==> src/rtl/rs_pkg.sv <==
// rtl/rs_pkg.sv - shared types and sizing constants for the reservation-station issue logic
package rs_pkg;
    localparam int RS_ROW_COUNT    = 64;
    localparam int ROB_BITS        = 6;
    localparam int RS_IDX_W        = $clog2(RS_ROW_COUNT);
    localparam int NUM_FU          = 3;
    localparam int ALU_LAT_DEFAULT = 1;

    typedef enum logic [1:0] {
        FU_ALU0 = 2'd0,
        FU_ALU1 = 2'd1,
        FU_LSU  = 2'd2,
        FU_NONE = 2'd3
    } fu_id_t;

    typedef enum logic {
        FU_IDLE = 1'b0,
        FU_BUSY = 1'b1
    } fu_state_t;
endpackage

==> src/rtl/rs_issue_scheduler_select.sv <==
// rtl/rs_issue_scheduler_select.sv - oldest-first priority picker over a masked row set
module rs_oldest_select #(
    parameter int N  = 64,
    parameter int AW = 6,
    parameter int IW = $clog2(N)
) (
    input  logic [N-1:0]    i_mask,
    input  logic [N*AW-1:0] i_age,
    output logic            o_valid,
    output logic [IW-1:0]   o_idx
);
    logic          w_found;
    logic [IW-1:0] w_idx;
    logic [AW-1:0] w_best;

    // Strict less-than keeps the lower row index on equal ages.
    always_comb begin
        w_found = 1'b0;
        w_idx   = '0;
        w_best  = '0;
        for (int i = 0; i < N; i++) begin
            if (i_mask[i] && (!w_found || (i_age[i*AW +: AW] < w_best))) begin
                w_found = 1'b1;
                w_idx   = IW'(i);
                w_best  = i_age[i*AW +: AW];
            end
        end
    end

    assign o_valid = w_found;
    assign o_idx   = w_idx;
endmodule

==> src/rtl/rs_issue_scheduler.sv <==
// rtl/rs_issue_scheduler.sv - per-FU oldest-ready issue select with ALU/LSU occupancy tracking
module rs_issue_scheduler #(
    parameter int RS_ROW_COUNT = rs_pkg::RS_ROW_COUNT,
    parameter int ROB_BITS     = rs_pkg::ROB_BITS,
    parameter int ALU_LAT      = rs_pkg::ALU_LAT_DEFAULT,
    localparam int IDX_W       = $clog2(RS_ROW_COUNT)
) (
    input  logic                         clk,
    input  logic                         reset,
    input  logic [RS_ROW_COUNT-1:0]      req_valid,
    input  logic [2*RS_ROW_COUNT-1:0]    req_fu,
    input  logic [ROB_BITS*RS_ROW_COUNT-1:0] req_rob,
    input  logic [ROB_BITS-1:0]          rob_head,
    input  logic                         flush,
    input  logic                         lsu_done,
    output logic [2:0]                   issue_valid,
    output logic [3*IDX_W-1:0]           issue_row,
    output logic [2:0]                   fu_ready
);
    import rs_pkg::*;

    logic [2:0]                      r_issue_valid;
    logic [3*IDX_W-1:0]              r_issue_row;
    logic [1:0][3:0]                 r_alu_cnt;
    fu_state_t                       r_lsu_state;

    logic [RS_ROW_COUNT-1:0]         w_last_grant;
    logic [ROB_BITS*RS_ROW_COUNT-1:0] w_age;
    logic [2:0][RS_ROW_COUNT-1:0]    w_mask;
    logic [2:0]                      w_sel_valid;
    logic [2:0][IDX_W-1:0]           w_sel_idx;

    assign issue_valid = r_issue_valid;
    assign issue_row   = r_issue_row;
    assign fu_ready    = {r_lsu_state == FU_IDLE, r_alu_cnt[1] == 4'd0, r_alu_cnt[0] == 4'd0};

    // Rows granted last edge are still marked valid by the RS for one more cycle.
    always_comb begin
        w_last_grant = '0;
        for (int f = 0; f < 3; f++) begin
            if (r_issue_valid[f]) begin
                w_last_grant[r_issue_row[f*IDX_W +: IDX_W]] = 1'b1;
            end
        end
    end

    always_comb begin
        w_age  = '0;
        w_mask = '0;
        for (int i = 0; i < RS_ROW_COUNT; i++) begin
            w_age[i*ROB_BITS +: ROB_BITS] = req_rob[i*ROB_BITS +: ROB_BITS] - rob_head;
            for (int f = 0; f < 3; f++) begin
                w_mask[f][i] = req_valid[i] && (req_fu[2*i +: 2] == 2'(f)) && fu_ready[f]
                               && !flush && !w_last_grant[i];
            end
        end
    end

    for (genvar f = 0; f < 3; f++) begin : g_sel
        rs_oldest_select #(
            .N  (RS_ROW_COUNT),
            .AW (ROB_BITS),
            .IW (IDX_W)
        ) u_sel (
            .i_mask  (w_mask[f]),
            .i_age   (w_age),
            .o_valid (w_sel_valid[f]),
            .o_idx   (w_sel_idx[f])
        );
    end

    always_ff @(posedge clk or posedge reset) begin
        if (reset) begin
            r_issue_valid <= '0;
            r_issue_row   <= '0;
            r_alu_cnt     <= '0;
            r_lsu_state   <= FU_IDLE;
        end else begin
            r_issue_valid <= w_sel_valid;
            for (int f = 0; f < 3; f++) begin
                if (w_sel_valid[f]) begin
                    r_issue_row[f*IDX_W +: IDX_W] <= w_sel_idx[f];
                end
            end
            for (int a = 0; a < 2; a++) begin
                if (flush) begin
                    r_alu_cnt[a] <= 4'd0;
                end else if (w_sel_valid[a]) begin
                    r_alu_cnt[a] <= 4'(ALU_LAT);
                end else if (r_alu_cnt[a] != 4'd0) begin
                    r_alu_cnt[a] <= r_alu_cnt[a] - 4'd1;
                end
            end
            // An in-flight memory op survives flush; only lsu_done releases the LSU.
            case (r_lsu_state)
                FU_IDLE: if (w_sel_valid[2]) r_lsu_state <= FU_BUSY;
                FU_BUSY: if (lsu_done)       r_lsu_state <= FU_IDLE;
                default:                     r_lsu_state <= FU_IDLE;
            endcase
        end
    end
endmodule
==> config.mk <==
export PLATFORM = sky130hd
export DESIGN_NAME = rs_issue_scheduler
export DESIGN_NICKNAME = d
export VERILOG_FILES = /design/src/rtl/rs_pkg.sv /design/src/rtl/rs_issue_scheduler_select.sv /design/src/rtl/rs_issue_scheduler.sv
export SDC_FILE = /design/constraint.sdc
export NUM_CORES = 2
export LEC_CHECK = 0
export CORE_AREA = 2 2 417 419
export CTS_BUF_LIST = sky130_fd_sc_hd__clkbuf_16
export CTS_CLUSTER_DIAMETER = 100
export CTS_CLUSTER_SIZE = 24
export DETAILED_ROUTE_END_ITERATION = 7
export DIE_AREA = 0 0 419 421
export HOLD_SLACK_MARGIN = 0.03
export SLEW_MARGIN = 15
export SYNTH_ARGS = -nofsm -noshare
export SYNTH_HDL_FRONTEND = slang
export SYNTH_SLANG_ARGS = --single-unit
==> constraint.sdc <==
create_clock -name clk -period 330.8 [get_ports clk]
set_clock_uncertainty 0.2 [all_clocks]
set_input_delay 49.62 -clock clk [delete_from_list [all_inputs] [get_ports clk]]
set_output_delay 49.62 -clock clk [all_outputs]
set_load 0.01 [all_outputs]
# Word level (Yosys, flattened, before mapping)
# Index checks and enable logic that the tools add are counted.
[totals]
memories = 0
wordCells = 2460
rom_bits = 0
ramBits = 0
latchBits = 0
regBits = 30
[op_classes]
add_sub_neg = 66
n_mul = 0
n_reduce_logical = 1473
bitwise = 3
div_mod_pow = 0
eq_ne = 128
n_shift = 0
magnitude_cmp = 195
muxes = 588
[ops]
columns = ["op", "n"]
rows = [
  ["$mux 6", 285],
  ["$lt 6x6->1", 189],
  ["$logic_and 1x1->1", 960],
  ["$sub 6x6->6", 64],
  ["$logic_not 1->1", 254],
  ["$mux 5", 48],
  ["$mux 1", 200],
  ["$mux 64", 3],
  ["$logic_or 1x1->1", 189],
  ["$eq 2x1->1 const B", 64],
  ["$eq 2x2->1 const B", 64],
  ["$logic_not 2->1", 64],
  ["$or 64x64->64", 2],
  ["$mux 4", 30],
  ["$mux 3", 12],
  ["$lt 6x7->1 const B", 3],
  ["$demux 1 s6", 3],
  ["$ge 6x1->1 const B", 3],
  ["$mux 2", 6],
  ["$logic_not 4->1", 2],
  ["$reduce_bool 4->1", 2],
  ["$sub 4x1->4 const B", 2],
  ["$reduce_bool 3->1", 2],
  ["$pmux 1 s2", 1],
  ["$not 1->1", 1],
]

# Depth between registers and ports, before layout
[depth]
word_depth = 266
depth_mapped = 715

# Hierarchy
# From an unflattened synthesis, not the netlist that was laid out.
[hier_totals]
hier_cells = 11201
area_unflattened_um2 = 79765.3
[by_module_without_submodules]
columns = ["mod", "area_each_um2", "seq_area_each_um2", "n_inst", "cells_each"]
rows = [
  ["rs_oldest_select at g_sel[0].u_sel ...", 20736.1, 0.0, 2, 2913],
  ["rs_oldest_select at g_sel[2].u_sel", 19615.1, 0.0, 1, 2914],
  ["rs_issue_scheduler", 18677.9, 750.7, 1, 2461],
]

# Worst setup path after synthesis
# Ideal clock, no wire load.
[synth_timing]
kind = "input port to flip-flop"
start = "in rob_head[1]"
end = "reg r_issue_row[10] (netlist: issue_row[10])"
cell_stages = 656
setup_slack_ps = 160604
setup_ps = 126
n_path_buf = 32
arrival_time_ps = 169870
cell_sequence = "inv_1 -> ha_1 -> nor2b_1 -> o21ai_0 -> a21oi_1 -> or4_1 -> nand3_1 -> nand2_1 -> ha_1 -> and3_1 -> a211oi_1 -> o21ai_1 -> buf_4 -> or3_1 -> and2_1 -> ha_1 -> nand2_1 -> o21ai_0 -> [... 620 more ...] -> a21o_1 -> a21o_1 -> a21oi_1 -> nor2_1 -> a2111oi_0 -> a21oi_1 -> clkbuf_1 -> nor2b_1 -> a211oi_1 -> ha_1 -> a21o_1 -> a21oi_1 -> nand2_1 -> o21ai_0 -> or4_1 -> o31ai_1 -> nand3_1 -> o32a_1"
[synth_via]
elab_chain_cells = 254
[synth_lines]
columns = ["item", "line_no", "text"]
rows = [
  ["from (decl)", "rs_issue_scheduler.sv:13", "input logic [ROB_BITS-1:0] rob_head,"],
  ["$sub 6x6->6", "rs_issue_scheduler.sv:51", "w_age[i*ROB_BITS +: ROB_BITS] = req_rob[i*ROB_BITS +: ROB_BITS] - rob_head;"],
  ["$mux 6", "rs_issue_scheduler_select.sv:22", "if (i_mask[i] && (!w_found || (i_age[i*AW +: AW] < w_best))) begin"],
  ["$lt 6x6->1", "rs_issue_scheduler_select.sv:22", ""],
  ["$logic_or 1x1->1", "rs_issue_scheduler_select.sv:22", ""],
  ["$logic_and 1x1->1", "rs_issue_scheduler_select.sv:22", ""],
  ["$mux 6 / $mux 1 (equally long branches)", "rs_issue_scheduler_select.sv:22", ""],
  ["$lt 6x6->1 / $logic_not 1->1 (equally long branches)", "rs_issue_scheduler_select.sv:22", ""],
  ["$logic_or 1x1->1", "rs_issue_scheduler_select.sv:22", ""],
  ["[... 238 more ...]", "--", ""],
  ["$lt 6x6->1 / $logic_not 1->1 (equally long branches)", "rs_issue_scheduler_select.sv:22", ""],
  ["$logic_or 1x1->1", "rs_issue_scheduler_select.sv:22", ""],
  ["$logic_and 1x1->1", "rs_issue_scheduler_select.sv:22", ""],
  ["$mux 6 / $mux 1 (equally long branches)", "rs_issue_scheduler_select.sv:22", ""],
  ["$lt 6x6->1 / $logic_not 1->1 (equally long branches)", "rs_issue_scheduler_select.sv:22", ""],
  ["$logic_or 1x1->1", "rs_issue_scheduler_select.sv:22", ""],
  ["$logic_and 1x1->1", "rs_issue_scheduler_select.sv:22", ""],
  ["$mux 6 / $mux 1 (equally long branches)", "rs_issue_scheduler_select.sv:22", ""],
  ["to (signal, indexed assignment)", "rs_issue_scheduler.sv:82", "r_issue_row[f*IDX_W +: IDX_W] <= w_sel_idx[f];"],
  ["to (decl)", "rs_issue_scheduler.sv:23", "logic [3*IDX_W-1:0] r_issue_row;"],
]
# Several ways; a longest one is shown, not always the timed one.
# A chain may end at the register's enable or synchronous reset.

# Worst setup path after layout
[layout_timing]
start = "in flush"
end = "reg r_issue_row[10] (netlist: issue_row[10])"
[layout_via]
elab_chain_cells = 256
[layout_lines]
columns = ["item", "line_no", "text"]
rows = [
  ["from (decl)", "rs_issue_scheduler.sv:14", "input logic flush,"],
  ["$logic_not 1->1 (*)", "rs_issue_scheduler.sv:54", "&& !flush && !w_last_grant[i];"],
  ["$logic_and 1x1->1 (2 in a row)", "rs_issue_scheduler.sv:54", ""],
  ["$mux 6 / $mux 1 (equally long branches)", "rs_issue_scheduler_select.sv:22", ""],
  ["$lt 6x6->1 / $logic_not 1->1 (equally long branches)", "rs_issue_scheduler_select.sv:22", ""],
  ["$logic_or 1x1->1", "rs_issue_scheduler_select.sv:22", ""],
  ["$logic_and 1x1->1", "rs_issue_scheduler_select.sv:22", ""],
  ["$mux 6 / $mux 1 (equally long branches)", "rs_issue_scheduler_select.sv:22", ""],
  ["$lt 6x6->1 / $logic_not 1->1 (equally long branches)", "rs_issue_scheduler_select.sv:22", ""],
  ["[... 239 more ...]", "--", ""],
  ["$lt 6x6->1 / $logic_not 1->1 (equally long branches)", "rs_issue_scheduler_select.sv:22", ""],
  ["$logic_or 1x1->1", "rs_issue_scheduler_select.sv:22", ""],
  ["$logic_and 1x1->1", "rs_issue_scheduler_select.sv:22", ""],
  ["$mux 6 / $mux 1 (equally long branches)", "rs_issue_scheduler_select.sv:22", ""],
  ["$lt 6x6->1 / $logic_not 1->1 (equally long branches)", "rs_issue_scheduler_select.sv:22", ""],
  ["$logic_or 1x1->1", "rs_issue_scheduler_select.sv:22", ""],
  ["$logic_and 1x1->1", "rs_issue_scheduler_select.sv:22", ""],
  ["$mux 6 / $mux 1 (equally long branches)", "rs_issue_scheduler_select.sv:22", ""],
]
# Mark *: on every way between the ends. The rest lies on a longest branch, timed or not.

==> metrics.md <==
| Metric | Value |
|---|---|
| Status | finished clean |
| Distinct cells, synth | 136 |
| Post-synth top area share | 23.2% |
| Post-synth ARST share | 100% |
| Most common flop cell mapped by yosys | dfrtp_1 |
| Crit path launch type | input pin |
| Top cells by count, synth | ha_1 (1267), nand2_1 (906), a21oi_1 (884), nor2_1 (761), a21o_1 (663) |
| CP max-delay cell | o41ai_1 |
| Max Freq | 0.00508 GHz |
| Syn. warnings | 0 |
| Max IR drop VDD | 0.00000406 V |
| Grt ovf | 0 |
| Worst-Margin Slew | 1310 ps |
| Pwr dens | 8.81 mW/mm² |
| Vias per cell | 6.54 |
| Crit path max-delay family | compound AO/OA/AOI/OAI gates |
| Final Cell Area | 0.0784 mm² |
| Initial antenna violation count | 20 |
| Hold slack | 385 ps |
| Vias after detailed routing | 83300 |
| Slew HR | 11.8% |
| Routability cong. | 1.08 |
| Slew Viols, Final | 0 |
| Final Routed Wirelength | 356000 µm |
| Cell repeated most along the worst path | a21o_1 |
| Post-Syn Area | 0.0685 mm² |
| CP bufs+invs | 24 |
| Mapped Nets | 11700 |
| Max clock buf depth | 2 |
| GRT Total Usage | 38.4% |
| CTS sink count | 30 |
| Max Cap Violations | 0 |
| CTS tree | yes |
| Synthesis-stage register bit count | 30 |
| Clock root cell | clkbuf_16 |
| Avg Inst Size Synth | 6.97 µm² |
| Number of global-route vias before repair | 78700 |
| Total Neg Setup Slack | 0 ps |
| Initial core utilization | 39.7% |
| Place WS | 137500 ps |
| Synthesized instance count | 9825 |
| PortBufs | 609 |
| Worst Slack Setup Final | 133870 ps |
| Post-CTS sizing | 0 |
| Top post-synthesis cells by area | ha_1 (23%), a21o_1 (7.3%), a21oi_1 (6.5%) |
| Die X | 419 µm |
| Cell area after placement | 0.0782 mm² |
| Most common cell in the netlist | ha_1 |
| Seq/Total Area, Yosys | 1.10% |
| # fillers | 17800 |
| Leak pwr | 35.7 nW |
| Share of cells above drive strength 1 | 6.13% |
| Initial DRC Count | 8645 |
| Worst setup EP type | register |
| Die footprint | 0.176 mm² |
| Final Hold Viols | 0 |
| Crit Path Class | input pin to register |
| Final worst-path cycle share | 59.5% |
| Largest net degree at the start of global routing | 59 |
| EDFF count, synth | 0 |
| Critical path arrival | 196900 ps |
| Antenna Violating Nets Remaining | 0 |
| Dpl hpwl | 302000 µm |
| # setup viols final | 0 |
| Cell Rows | 153 |
| Area growth syn-to-layout | 14.5% |
| Worst-path clk slew | 60 ps |
| Post-CTS Hold Fix Bufs | 0 |
| Die Ht | 421 µm |
| Core area | 0.172 mm² |
| DRT Pass-1 Iters | 7 |
| I/O pin total | 610 |
| Register area | 751 µm² |
| Drt drc | 0 |
| Area of the multi-input gates | 0.0644 mm² |
| Num CTS Buffers | 5 |
| Worst skew pair latency | 300 ps |
| Worst hold path class | register to register |
| Critical Path Max Stage Delay | 1000 ps |
| RSZ-0062 raised after global routing | false |
| Avg WL per Cell | 27.9 µm |
| Final nets | 12300 |
| Total power | 0.000690 W |
| Synth area leader | ha_1 |
| Setup Fix Bufs, Post-CTS | 0 |
| Final Critical Period | 196930 ps |
| Global-route wire length before repair | 515000 µm |
| Crit path required time | 330780 ps |
| Htree depth | 2 |
| Worst Path Max Fanout | 20 |
[cell type report]
cell class,instances,area share (%)
multi-input combinational,8892,82.2
timing repair buffer,815,9.78
sequential,30,0.958
inverter,649,3.13
tap,2325,3.71
clock inverter,3,0.0208
antenna,20,0.0639
clock buffer,5,0.160
[state kept, by name (all words and copies together) (netlist names)]
signal       flops
issue_row       18
issue_valid      3
r_lsu_state      1
r_alu_cnt        8
[cells by family after synthesis]
family	share of synthesized area, %
AO/OA/AOI/OAI	36.2
XOR/XNOR	4.04
adder cells (fa/ha/maj)	25.0
buffers and inverters	5.08
flip-flops	1.10
multiplexers	3.13
AND/OR/NAND/NOR	25.4
[placed cells by master (no fill, tap or decap), types with 63 or more instances in the layout]
master	instances
a211oi_1	98
a21o_1	663
a21oi_1	884
a22oi_1	65
a31oi_1	138
and2_1	149
and3_1	118
and4_1	78
buf_4	205
clkdlybuf4s50_1	607
fa_1	64
ha_1	1267
inv_1	643
mux2_2	114
mux2i_1	82
nand2_1	906
nand2b_1	130
nand3_1	267
nand4_1	147
nor2_1	760
nor2b_1	153
nor3_1	190
o211ai_1	103
o21a_1	198
o21ai_0	553
o31ai_1	79
or2_2	92
or3_1	63
xnor2_1	179
xor2_1	137
[through the flow]
stage	utilization (%)	instances
global placement	45.3	12700
floorplan	-	9825
global route	45.4	12700
detailed placement	45.3	12700
CTS	45.4	12700
finish	45.4	12700
[final timing paths]
kind | from | to | slack (ps) | cells past startpoint
min in group asynchronous | reset | r_lsu_state$_DFF_PP0_ | 49570 | 3
max in group asynchronous | reset | issue_row[0]$_DFFE_PP0P_ | 280440 | 3
setup / recovery | flush | issue_row[10]$_DFFE_PP0P_ | 133870 | 623
hold / removal | r_alu_cnt[1]$_DFFE_PP0P_ | r_alu_cnt[1]$_DFFE_PP0P_ | 390 | 2
hold reg to reg | r_alu_cnt[1]$_DFFE_PP0P_ | r_alu_cnt[1]$_DFFE_PP0P_ | 390 | 2
setup reg to reg | r_alu_cnt[4]$_DFFE_PP0P_ | issue_row[10]$_DFFE_PP0P_ | 183320 | 624
[worst register-to-register path: cells and delay by family (launching register included)]
family / cells / cell delay, ps
AO/OA/AOI/OAI: 333 / 83440
adder cells (fa/ha/maj): 64 / 18240
buffers and inverters: 24 / 2480
flip-flops: 1 / 400
multiplexers: 9 / 3340
AND/OR/NAND/NOR: 194 / 39380
[power by group]
| part | internal, W | switching (W) | leakage [nW] |
|---|---|---|---|
| clock | 0.00000275 | 0.00000190 | 0.0674 |
| combinational | 0.000263 | 0.000415 | 35.3 |
| sequential | 0.00000546 | 0.00000188 | 0.363 |
| total | 0.000271 | 0.000419 | 35.7 |
[metal layers]
layer	global-route usage, %	wire length [µm]	vias to the layer above	share of wire [%]
li1	-	-	38400	-
met1	46.6	140000	39700	39
met2	61.2	156000	4238	44
met3	5.20	27000	1015	7.6
met4	29.2	32300	4	9.1
met5	0	30	-	0.0084
No activity file was read; power rests on OpenSTA's default activity.
